===== src/rtl/imm_encoder.sv =====
// Immediate encoder: scatters a 32-bit immediate into the RV32I I/S/B/J/U
// immediate fields of a base instruction word and flags values that the chosen
// format cannot represent. The result passes through a two-stage valid/ready
// pipeline with full backpressure. A saturating counter tracks erroneous
// results as they are consumed.
module imm_encoder #(
    parameter int unsigned WIDTH     = 32,  // only 32 is supported
    parameter int unsigned ERR_CNT_W = 8
) (
    input  logic                 clk,
    input  logic                 rst,
    input  logic                 in_valid,
    output logic                 in_ready,
    input  logic [2:0]           Immsrc,
    input  logic [WIDTH-1:0]     imm,
    input  logic [WIDTH-1:0]     base_instr,
    output logic                 out_valid,
    input  logic                 out_ready,
    output logic [WIDTH-1:0]     instr_out,
    output logic                 range_err,
    output logic [ERR_CNT_W-1:0] err_count
);

    // Immediate format codes carried on Immsrc
    typedef enum logic [2:0] {
        FmtI = 3'b000,
        FmtS = 3'b001,
        FmtB = 3'b010,
        FmtJ = 3'b011,
        FmtU = 3'b100
    } imm_fmt_e;

    // ------------------------------------------------------------------
    // Combinational encoder
    // ------------------------------------------------------------------
    logic [WIDTH-1:0] enc_word;
    logic             enc_err;

    // Representability checks: the bits above the top field bit must be a
    // pure sign extension of that bit, and branch/jump offsets must be even.
    logic fits_12;   // I and S: imm[31:11] uniform
    logic fits_13;   // B: imm[31:12] uniform
    logic fits_21;   // J: imm[31:20] uniform
    logic low_zero;  // U: imm[11:0] clear

    // Range predicates shared by the encoder
    always_comb begin
        fits_12  = (&imm[31:11]) || !(|imm[31:11]);
        fits_13  = (&imm[31:12]) || !(|imm[31:12]);
        fits_21  = (&imm[31:20]) || !(|imm[31:20]);
        low_zero = !(|imm[11:0]);
    end

    // Scatter the immediate into the format fields; base bits elsewhere pass
    // through. Truncated bits are still written when the value is out of range.
    always_comb begin
        enc_word = base_instr;
        enc_err  = 1'b0;
        case (imm_fmt_e'(Immsrc))
            FmtI: begin
                enc_word[31:20] = imm[11:0];
                enc_err         = !fits_12;
            end
            FmtS: begin
                enc_word[31:25] = imm[11:5];
                enc_word[11:7]  = imm[4:0];
                enc_err         = !fits_12;
            end
            FmtB: begin
                enc_word[31]    = imm[12];
                enc_word[7]     = imm[11];
                enc_word[30:25] = imm[10:5];
                enc_word[11:8]  = imm[4:1];
                enc_err         = !fits_13 || imm[0];
            end
            FmtJ: begin
                enc_word[31]    = imm[20];
                enc_word[19:12] = imm[19:12];
                enc_word[20]    = imm[11];
                enc_word[30:21] = imm[10:1];
                enc_err         = !fits_21 || imm[0];
            end
            FmtU: begin
                enc_word[31:12] = imm[31:12];
                enc_err         = !low_zero;
            end
            default: begin
                // Unknown format: hand the base word back untouched
                enc_word = base_instr;
                enc_err  = 1'b1;
            end
        endcase
    end

    // ------------------------------------------------------------------
    // Two-stage pipeline
    // ------------------------------------------------------------------
    logic                 s1_valid_q, s1_valid_d;
    logic [WIDTH-1:0]     s1_instr_q, s1_instr_d;
    logic                 s1_err_q,   s1_err_d;
    logic                 s2_valid_q, s2_valid_d;
    logic [WIDTH-1:0]     s2_instr_q, s2_instr_d;
    logic                 s2_err_q,   s2_err_d;
    logic [ERR_CNT_W-1:0] err_cnt_q,  err_cnt_d;

    logic s2_advance;
    logic accept;
    logic s1_move;
    logic consume;

    // Handshake terms; in_ready depends only on state and out_ready
    always_comb begin
        s2_advance = !s2_valid_q || out_ready;
        in_ready   = !s1_valid_q || s2_advance;
        accept     = in_valid && in_ready;
        s1_move    = s1_valid_q && s2_advance;
        consume    = s2_valid_q && out_ready;
    end

    // Next-state for both stages; data registers only load on a transfer so
    // a stalled output holds stable
    always_comb begin
        s1_valid_d = accept || (s1_valid_q && !s2_advance);
        s1_instr_d = s1_instr_q;
        s1_err_d   = s1_err_q;
        if (accept) begin
            s1_instr_d = enc_word;
            s1_err_d   = enc_err;
        end

        s2_valid_d = s2_advance ? s1_valid_q : s2_valid_q;
        s2_instr_d = s2_instr_q;
        s2_err_d   = s2_err_q;
        if (s1_move) begin
            s2_instr_d = s1_instr_q;
            s2_err_d   = s1_err_q;
        end
    end

    // Saturating count of consumed results that carried range_err
    always_comb begin
        err_cnt_d = err_cnt_q;
        if (consume && s2_err_q && !(&err_cnt_q)) begin
            err_cnt_d = err_cnt_q + ERR_CNT_W'(1);
        end
    end

    // State registers; reset discards anything in flight
    always_ff @(posedge clk or posedge rst) begin
        if (rst) begin
            s1_valid_q <= 1'b0;
            s1_instr_q <= '0;
            s1_err_q   <= 1'b0;
            s2_valid_q <= 1'b0;
            s2_instr_q <= '0;
            s2_err_q   <= 1'b0;
            err_cnt_q  <= '0;
        end else begin
            s1_valid_q <= s1_valid_d;
            s1_instr_q <= s1_instr_d;
            s1_err_q   <= s1_err_d;
            s2_valid_q <= s2_valid_d;
            s2_instr_q <= s2_instr_d;
            s2_err_q   <= s2_err_d;
            err_cnt_q  <= err_cnt_d;
        end
    end

    // Stage 2 drives the outputs directly
    always_comb begin
        out_valid = s2_valid_q;
        instr_out = s2_instr_q;
        range_err = s2_err_q;
        err_count = err_cnt_q;
    end

endmodule


===== config.mk =====
export PLATFORM = sky130hd
export DESIGN_NAME = imm_encoder
export DESIGN_NICKNAME = d
export VERILOG_FILES = /design/src/rtl/imm_encoder.sv
export SDC_FILE = /design/constraint.sdc
export NUM_CORES = 1
export LEC_CHECK = 0
export BUFFER_PORTS_ARGS = -buffer_cell sky130_fd_sc_hd__buf_4
export CAP_MARGIN = 0
export CORE_MARGIN = 1
export CORE_UTILIZATION = 35
export CTS_CLUSTER_DIAMETER = 120
export DETAILED_ROUTE_END_ITERATION = 7
export SYNTH_ARGS = -nofsm -noshare
export SYNTH_HDL_FRONTEND = slang
export SYNTH_SLANG_ARGS = --single-unit
export TNS_END_PERCENT = 10

===== constraint.sdc =====
create_clock -name clk -period 3.32 [get_ports clk]
set_clock_uncertainty 0.1 [all_clocks]
set_input_delay 0.332 -clock clk [delete_from_list [all_inputs] [get_ports clk]]
set_output_delay 0.332 -clock clk [all_outputs]
set_load 0.03 [all_outputs]

==> results.json, run 1 <==
{
  "outcome": "completed",
  "finalHoldViolCount": 0,
  "async_flop_share_pct": 100,
  "grt_max_degree": 61,
  "pre_cts_ws_ps": 1230,
  "dr_total_vias": 2921,
  "grt_pass1_wl_um": 15000,
  "core_um2": 9910,
  "post-route-period-util_pct": 62.0,
  "p_sw_share_pct": 37.1,
  "dp.cells": 563,
  "synthCells": 334,
  "gp_congestion": 0.849,
  "cp.required_ps": 3450,
  "vias_per_cell": 5.04,
  "num-fill-cells": 934,
  "cts_resized": 0,
  "ys_seq_elements": 76,
  "final_max_slew_viol_count": 0,
  "nNetsFinal": 513,
  "synth.distinct_cells": 39,
  "layout_commonest_cell": "buf_4",
  "ant_nets": 0,
  "wl_um": 9270,
  "clk_path_buf_depth": 2,
  "antenna_found_initial": 0,
  "cp.arrival_ps": 2190,
  "ys_seq_area_share_pct": 52.5,
  "crit_type": "register to register",
  "critPathTopFamily": "simple AND/OR/NAND/NOR gates",
  "cp.depth": 5,
  "fin_cells": 579,
  "fmax_ghz": 0.485,
  "cts_inserted_buffers": 9,
  "path_cells": "nand3b_1 > nand2_2 > buf_4 > o21ai_0 > o211ai_1",
  "reg2reg_from": "out_valid$_DFFE_PP0P_",
  "timing.hold.ws_ps": 91.1,
  "slew_headroom_pct": 30.1,
  "cts.sinks": 76,
  "grt_pass1_vias": 2939,
  "ys.warnings.count": 0,
  "hold_buffers": 0,
  "r2r_slack_ps": 1260,
  "setup_tns_ps": 0,
  "die_x_um": 104,
  "track_usage_pct": 17.9,
  "cp_max_fo": 39,
  "synth_edf_count": 0,
  "synth_ff_type": "dfrtp_1",
  "io_buffers": 113,
  "cp_slowest_cell": "nand2_2",
  "htree_levels": 3,
  "first_pass_iters": 4,
  "leakage_nw": 2.19,
  "clk_pin_slew_ps": 90,
  "cp-end-kind": "register",
  "wl_per_cell_um": 16.0,
  "r2r_cells": 5,
  "power_mw": 2.94,
  "start_kind": "register",
  "max_stage_delay_ps": 440,
  "syn_to_final_growth_pct": 30.7,
  "avgSynthCellArea_um2": 10.8,
  "multi_input_area_um2": 1600,
  "num_rows": 36,
  "tritoncts": "built",
  "finalSetupViolations": 0,
  "post_cts_buffers": 0,
  "seq_power_share_pct": 42.9,
  "hpwlAfterDp_um": 6720,
  "layout-drive-gt1-share_pct": 40.1,
  "start_util_pct": 36.6,
  "worstHoldPathType": "input pin to asynchronous set/reset pin",
  "diodes": 0,
  "clockPowerShare_pct": 23.0,
  "drc": 0,
  "io_pins": 114,
  "clkLatencyLatePin_ps": 360,
  "cap_violations": 0,
  "drt_iter0_drc": 133,
  "power_switching_mw": 1.09,
  "fp.dieH_um": 104,
  "globalRouteOverflowTotal": 0,
  "layout_setup_ws_ps": 1260,
  "dieArea_um2": 10800,
  "powerDensity_nw_per_um2": 621,
  "period_minus_slack_ps": 2060,
  "rsz0062_at_grt": "no",
  "p_int_mw": 1.85,
  "syn_nets": 406,
  "reg2reg_to": "s1_err_q$_DFFE_PP0P_",
  "combPwrFrac_pct": 34.1,
  "netlist_area_um2": 3620,
  "cts_root_buf": "clkbuf_8",
  "seqCellArea_um2": 1900,
  "worst_pin_slew_ps": 1050,
  "ir_drop_mv": 0.303,
  "cp_num_buf_inv": 1,
  "final_cell_mix": "buf_4, dfrtp_1, nand2_1"
}
[worst max-delay path by stage]
stage | start | endpoint | slack, ps
2_1_floorplan | rst | err_count[0]$_DFFE_PP0P_ | 950
3_3_place_gp | out_ready | s1_err_q$_DFFE_PP0P_ | 1330
3_5_place_dp | out_ready | s1_err_q$_DFFE_PP0P_ | 1230
4_1_cts | out_valid$_DFFE_PP0P_ | s1_err_q$_DFFE_PP0P_ | 1260
5_1_grt | out_valid$_DFFE_PP0P_ | s1_err_q$_DFFE_PP0P_ | 1130
6_report | out_valid$_DFFE_PP0P_ | s1_err_q$_DFFE_PP0P_ | 1260
[cell families after synthesis]
family	synth area share, %
XOR/XNOR	1.93
flip-flops	52.5
AND/OR/NAND/NOR	13.2
AO/OA/AOI/OAI	10.6
adder cells (fa/ha/maj)	0.345
buffers and inverters	3.35
multiplexers	18.1
[worst register-to-register path, stage by stage (launching register included)]
cell and delay [ps]:
dfrtp_1 420, nand3b_1 170, nand2_2 440, buf_4 410, o21ai_0 250, o211ai_1 130
[Yosys cell counts (3+ instances only)]
| library cell | count | area share [%] |
|---|---|---|
| inv_1 | 3 | 0.31 |
| nand3_1 | 10 | 1.4 |
| mux2i_1 | 18 | 5.0 |
| mux2_2 | 41 | 13 |
| o21ai_1 | 8 | 1.1 |
| clkbuf_1 | 5 | 0.52 |
| nand2_1 | 43 | 4.5 |
| nand4_1 | 7 | 1.2 |
| nor2_1 | 9 | 0.93 |
| a22oi_1 | 4 | 0.83 |
| nand2b_1 | 11 | 1.9 |
| a21oi_1 | 13 | 1.8 |
| nor4_1 | 8 | 1.4 |
| o21ai_0 | 33 | 4.6 |
| dfrtp_1 | 76 | 52 |
| buf_2 | 10 | 1.4 |
| xnor2_1 | 7 | 1.7 |
[stage by stage]
stage | cell area [µm²] | utilization (%)
2_1_floorplan | 3620 | -
3_3_place_gp | 4550 | 46.0
3_5_place_dp | 4550 | 46.0
4_1_cts | 4740 | 47.8
5_1_grt | 4740 | 47.8
6_report | 4740 | 47.8
[state kept, by name, indices dropped and copies added, names as in the netlist]
| register | flops |
|---|---|
| err_count | 8 |
| out_valid | 1 |
| range_err | 1 |
| s1_err_q | 1 |
| s1_valid_q | 1 |
| instr_out | 32 |
| s1_instr_q | 32 |
[cell type report]
cell class	instances	share of cell area, %
multi-input cells	235	33.8
repair buffers	116	18.4
clock buffers	9	2.61
inverters	3	0.264
clock inverters	7	1.24
flip-flops and latches	76	40.1
well taps	133	3.51
[power groups by stage]
stage               clock network, mW  logic, mW  registers [mW]
global route                    0.727       1.08            1.29
detailed placement                  0       1.01            1.28
floorplan                           0      0.343            1.54
global placement                    0      0.998            1.27
finish                          0.677       1.00            1.26
CTS                             0.698       1.02            1.26
[per-layer routing]
metal	up-vias	global-route usage, %	routed length (µm)
li1	1400	-	-
met1	1400	22.6	4020
met2	103	29.7	4510
met3	18	3.08	493
met4	0	8.88	242
met5	-	0	0
No activity file was read; power rests on OpenSTA's default activity.
==> run 2: changes to the inputs <==
==> constraint.sdc (replaced) <==
create_clock -name clk -period 1.65 [get_ports clk]
set_clock_uncertainty 0.1 [all_clocks]
set_input_delay 0.165 -clock clk [delete_from_list [all_inputs] [get_ports clk]]
set_output_delay 0.165 -clock clk [all_outputs]
set_load 0.03 [all_outputs]
==> results.json, run 2 (synthesis results as in run 1) <==
{
  "cp.required_ps": 1800,
  "fin_cells": 617,
  "first_pass_iters": 5,
  "worstHoldPathType": "input pin to register",
  "clk_pin_slew_ps": 100,
  "worst_pin_slew_ps": 537,
  "leakage_nw": 2.40,
  "max_stage_delay_ps": 540,
  "ant_nets": 0,
  "placed_area_um2": 4720,
  "cp_slowest_cell": "dlygate4sd3_1",
  "num_rows": 36,
  "final_max_slew_viol_count": 0,
  "cts.sinks": 76,
  "tritoncts": "built",
  "cp.arrival_ps": 1760,
  "power_mw": 6.26,
  "cts_inserted_buffers": 9,
  "combPwrFrac_pct": 35.6,
  "clockPowerShare_pct": 24.5,
  "fp.dieH_um": 104,
  "period_minus_slack_ps": 1610,
  "path_cells": "dlygate4sd3_1 > buf_4 > nand3b_1 > nand2_2 > buf_12 > mux2_2",
  "clk_path_buf_depth": 2,
  "antenna_found_initial": 0,
  "final_cell_mix": "buf_4, dfrtp_1, nand2_1",
  "gp_congestion": 0.876,
  "ir_drop_mv": 0.610,
  "finalHoldViolCount": 0,
  "die_x_um": 104,
  "dp.cells": 578,
  "power_switching_mw": 2.22,
  "crit_type": "input pin to register",
  "p_sw_share_pct": 35.6,
  "wl_per_cell_um": 15.3,
  "post_cts_buffers": 0,
  "start_util_pct": 36.6,
  "grt_pass1_vias": 3091,
  "finalSetupViolations": 0,
  "rsz0062_at_grt": "yes",
  "globalRouteOverflowTotal": 0,
  "r2r_cells": 4,
  "diodes": 0,
  "nNetsFinal": 551,
  "core_um2": 9910,
  "cts_root_buf": "clkbuf_8",
  "cp.depth": 6,
  "hpwlAfterDp_um": 7080,
  "grt_max_degree": 37,
  "setup_tns_ps": 0,
  "cp_max_fo": 31,
  "timing.hold.ws_ps": 15.1,
  "io_pins": 114,
  "htree_levels": 3,
  "layout_commonest_cell": "buf_4",
  "track_usage_pct": 18.3,
  "post-route-cell-area_um2": 5170,
  "dr_total_vias": 3040,
  "clkLatencyLatePin_ps": 350,
  "vias_per_cell": 4.93,
  "powerDensity_nw_per_um2": 1210,
  "drt_iter0_drc": 151,
  "seq_power_share_pct": 40.0,
  "slew_headroom_pct": 64.1,
  "start_kind": "input pin",
  "min_path_cells": 3,
  "drc": 0,
  "cp-end-kind": "register",
  "layout-drive-gt1-share_pct": 40.3,
  "outcome": "completed",
  "p_int_mw": 4.03,
  "critPathTopFamily": "buffers and inverters",
  "post-route-period-util_pct": 97.6,
  "dieArea_um2": 10800,
  "cap_violations": 0,
  "cp_num_buf_inv": 3,
  "fmax_ghz": 0.621,
  "grt_pass1_wl_um": 15400,
  "syn_to_final_growth_pct": 42.6,
  "wl_um": 9430,
  "io_buffers": 113
}
==> run 2: changes by cell type in the layout (fill, tap and decap cells not counted), moves of 2 or more <==
cell / change
dlygate4sd3_1: +23
clkinv_2: -2
buf_4: +11
inv_6: -2
buf_12: +4
inv_8: +2
==> run 2: final cells by class <==
class	instances	area, µm²
Clock buffer	9	124
Multi-Input combinational cell	235	1610
Fill cell	934	4740
Tap cell	133	166
Clock inverter	7	90.1
Timing Repair Buffer	154	1260
Inverter	3	15.0
Sequential cell	76	1900
==> run 2: worst paths after layout <==
path,startpoint,to,slack [ps]
max reg2reg,err_count[1]$_DFFE_PP0P_,err_count[1]$_DFFE_PP0P_,100
min,base_instr[9],s1_instr_q[9]$_DFFE_PP0P_,20
min reg2reg,s1_instr_q[21]$_DFFE_PP0P_,s1_instr_q[21]$_DFFE_PP0P_,390
max,out_ready,s1_instr_q[0]$_DFFE_PP0P_,40
min in group asynchronous,rst,instr_out[2]$_DFFE_PP0P_,310
max in group asynchronous,rst,instr_out[22]$_DFFE_PP0P_,590
==> run 2: timing repair <==
item                                    CTS  global route
hold endpoints to repair                 38             0
hold buffers                             23             0
gates resized for setup                   0             2
endpoints found under the setup margin    0            14
==> run 2: per-layer routing <==
| layer | vias to the layer above | global-route usage [%] | wire length (µm) |
|---|---|---|---|
| li1 | 1481 | - | - |
| met1 | 1461 | 23.7 | 4240 |
| met2 | 87 | 30.2 | 4600 |
| met3 | 11 | 4.28 | 467 |
| met4 | 0 | 5.61 | 126 |
| met5 | - | 0 | 0 |
==> run 2: worst min-delay path, cell delays in order <==
cell,delay [ps]
buf_4,70
mux2i_1,50
o21ai_0,140
==> run 2: stage by stage <==
step / worst slack (ps) / utilization [%]
after global placement: 81.6 / 47.6
final: 40.1 / 52.2
after CTS: 26.0 / 52.1
after global routing: -21.5 / 52.2
after detailed placement: 36.5 / 47.6
after floorplan: -254 / -
==> run 2: power groups by stage <==
stage                     clock network [mW]  registers, mW  logic [mW]
after floorplan                            0           3.11       0.690
after global placement                     0           2.52        2.16
after detailed placement                   0           2.55        2.19
after CTS                               1.57           2.51        2.25
after global routing                    1.65           2.56        2.37
final                                   1.53           2.50        2.22
==> run 3: changes to the inputs <==
--- a/config.mk
+++ b/config.mk
@@ -5,12 +5,12 @@
 export SDC_FILE = /design/constraint.sdc
 export NUM_CORES = 1
 export LEC_CHECK = 0
-export BUFFER_PORTS_ARGS = -buffer_cell sky130_fd_sc_hd__buf_4
 export CAP_MARGIN = 0
 export CORE_MARGIN = 1
 export CORE_UTILIZATION = 35
 export CTS_CLUSTER_DIAMETER = 120
 export DETAILED_ROUTE_END_ITERATION = 7
+export DONT_BUFFER_PORTS = 1
 export SYNTH_ARGS = -nofsm -noshare
 export SYNTH_HDL_FRONTEND = slang
 export SYNTH_SLANG_ARGS = --single-unit
==> results.json, run 3 (synthesis results as in run 1) <==
{
  "outcome": "completed",
  "hpwlAfterDp_um": 6590,
  "final_max_slew_viol_count": 0,
  "wl_per_cell_um": 18.2,
  "p_sw_share_pct": 37.5,
  "grt_max_degree": 77,
  "drt_iter0_drc": 144,
  "start_util_pct": 36.6,
  "diodes": 0,
  "antenna_found_initial": 0,
  "io_pins": 114,
  "powerDensity_nw_per_um2": 1210,
  "post-route-util_pct": 46.3,
  "final_cell_mix": "dfrtp_1, dlygate4sd3_1, nand2_1",
  "wl_um": 9720,
  "layout-drive-gt1-share_pct": 21.4,
  "track_usage_pct": 19.0,
  "multi_input_area_um2": 1600,
  "globalRouteOverflowTotal": 0,
  "finalHoldViolCount": 0,
  "worstHoldPathType": "input pin to register",
  "slew_headroom_pct": 60.8,
  "clk_path_buf_depth": 2,
  "cts_inserted_buffers": 9,
  "cp.arrival_ps": 1710,
  "drc": 0,
  "clockPowerShare_pct": 23.6,
  "ir_drop_mv": 0.521,
  "num-fill-cells": 980,
  "r2r_slack_ps": 80,
  "vias_per_cell": 5.19,
  "period_minus_slack_ps": 1570,
  "fp.dieH_um": 104,
  "cap_violations": 0,
  "setup.worst_path.end": "err_count[1]$_DFFE_PP0P_",
  "tritoncts": "built",
  "dieArea_um2": 10800,
  "cp.required_ps": 1790,
  "rsz0062_at_grt": "no",
  "reg2reg_from": "err_count[0]$_DFFE_PP0P_",
  "nNetsFinal": 469,
  "seqCellArea_um2": 1900,
  "seq_power_share_pct": 53.4,
  "io_buffers": 0,
  "grt_pass1_vias": 2943,
  "dp.cells": 469,
  "htree_levels": 3,
  "clkLatencyLatePin_ps": 350,
  "clk_pin_slew_ps": 90,
  "combPwrFrac_pct": 23.0,
  "fin_cells": 535,
  "crit_type": "register to register",
  "fmax_ghz": 0.638,
  "post-route-period-util_pct": 94.9,
  "r2r_cells": 4,
  "ant_nets": 0,
  "worst_pin_slew_ps": 586,
  "grt_pass1_wl_um": 15700,
  "die_x_um": 104,
  "crit_start": "err_count[0]$_DFFE_PP0P_",
  "finalSetupViolations": 0,
  "leakage_nw": 1.95,
  "pre_cts_ws_ps": 40.7,
  "start_kind": "register",
  "syn_to_final_growth_pct": 26.5,
  "core_um2": 9910,
  "gp_congestion": 0.770,
  "cts_root_buf": "clkbuf_8",
  "power_switching_mw": 2.08,
  "first_pass_iters": 4,
  "layout_commonest_cell": "dfrtp_1",
  "cp_max_fo": 8,
  "layout_setup_ws_ps": 83.8,
  "cp-end-kind": "register",
  "dr_total_vias": 2779,
  "p_int_mw": 3.47,
  "reg2reg_to": "err_count[1]$_DFFE_PP0P_",
  "cts.sinks": 76,
  "num_rows": 36
}
-- run 3: through the flow --
stage / total power, mW / setup TNS (ps) / hold slack (ps) / cell area (µm²)
detailed placement: 4.17 / 0 / 86.0 / 3900
CTS: 5.64 / 0 / 7.09 / 4580
finish: 5.56 / 0 / 26.3 / 4580
floorplan: 3.80 / -5950 / 173 / 3630
global placement: 4.12 / 0 / 82.7 / 3900
global route: 5.85 / 0 / 36.3 / 4580
-- run 3: final cells by class --
| cell class | count | area share [%] |
|---|---|---|
| clock buffers | 9 | 2.70 |
| flip-flops and latches | 76 | 41.5 |
| clock inverters | 7 | 1.26 |
| multi-input cells | 235 | 35.0 |
| inverters | 3 | 0.328 |
| repair buffers | 72 | 15.6 |
| well taps | 133 | 3.63 |
-- run 3: power groups by stage --
| stage | combinational [mW] | sequential (mW) | clock, mW |
|---|---|---|---|
| 2_1_floorplan | 0.690 | 3.11 | 0 |
| 4_1_cts | 1.28 | 2.98 | 1.38 |
| 3_3_place_gp | 1.13 | 3.00 | 0 |
| 3_5_place_dp | 1.16 | 3.01 | 0 |
| 6_report | 1.28 | 2.97 | 1.31 |
| 5_1_grt | 1.40 | 3.02 | 1.42 |
-- run 3: how the worst min path moves through the flow --
stage	from	endpoint	slack [ps]	cells past startpoint
2_1_floorplan	in_valid	s1_valid_q$_DFF_PP0_	170	1
3_3_place_gp	rst	instr_out[15]$_DFFE_PP0P_	80	2
3_5_place_dp	rst	instr_out[15]$_DFFE_PP0P_	90	2
4_1_cts	imm[29]	s1_instr_q[29]$_DFFE_PP0P_	7	4
5_1_grt	imm[29]	s1_instr_q[29]$_DFFE_PP0P_	40	4
6_report	imm[30]	s1_instr_q[30]$_DFFE_PP0P_	30	4
-- run 3: repair_timing --
item	4_1_cts	5_1_grt
resized for setup	0	1
setup endpoints to repair	0	6
endpoints found under the hold margin	111	0
hold buffers	50	0
buffers inserted	0	0
-- run 3: layer usage --
layer  share of wire, %  vias up  track usage, %
met5                  0        -               0
met4                1.3        0            6.53
met3                8.4       10            6.48
met2                 51      101            33.0
met1                 39     1343            21.8
li1                   -     1325               -
-- run 3: worst max-delay path, stage by stage (launching register included) --
cell	delay [ps]
dfrtp_1	390
ha_1	250
nand2_1	100
o2111a_2	300
mux2_4	310
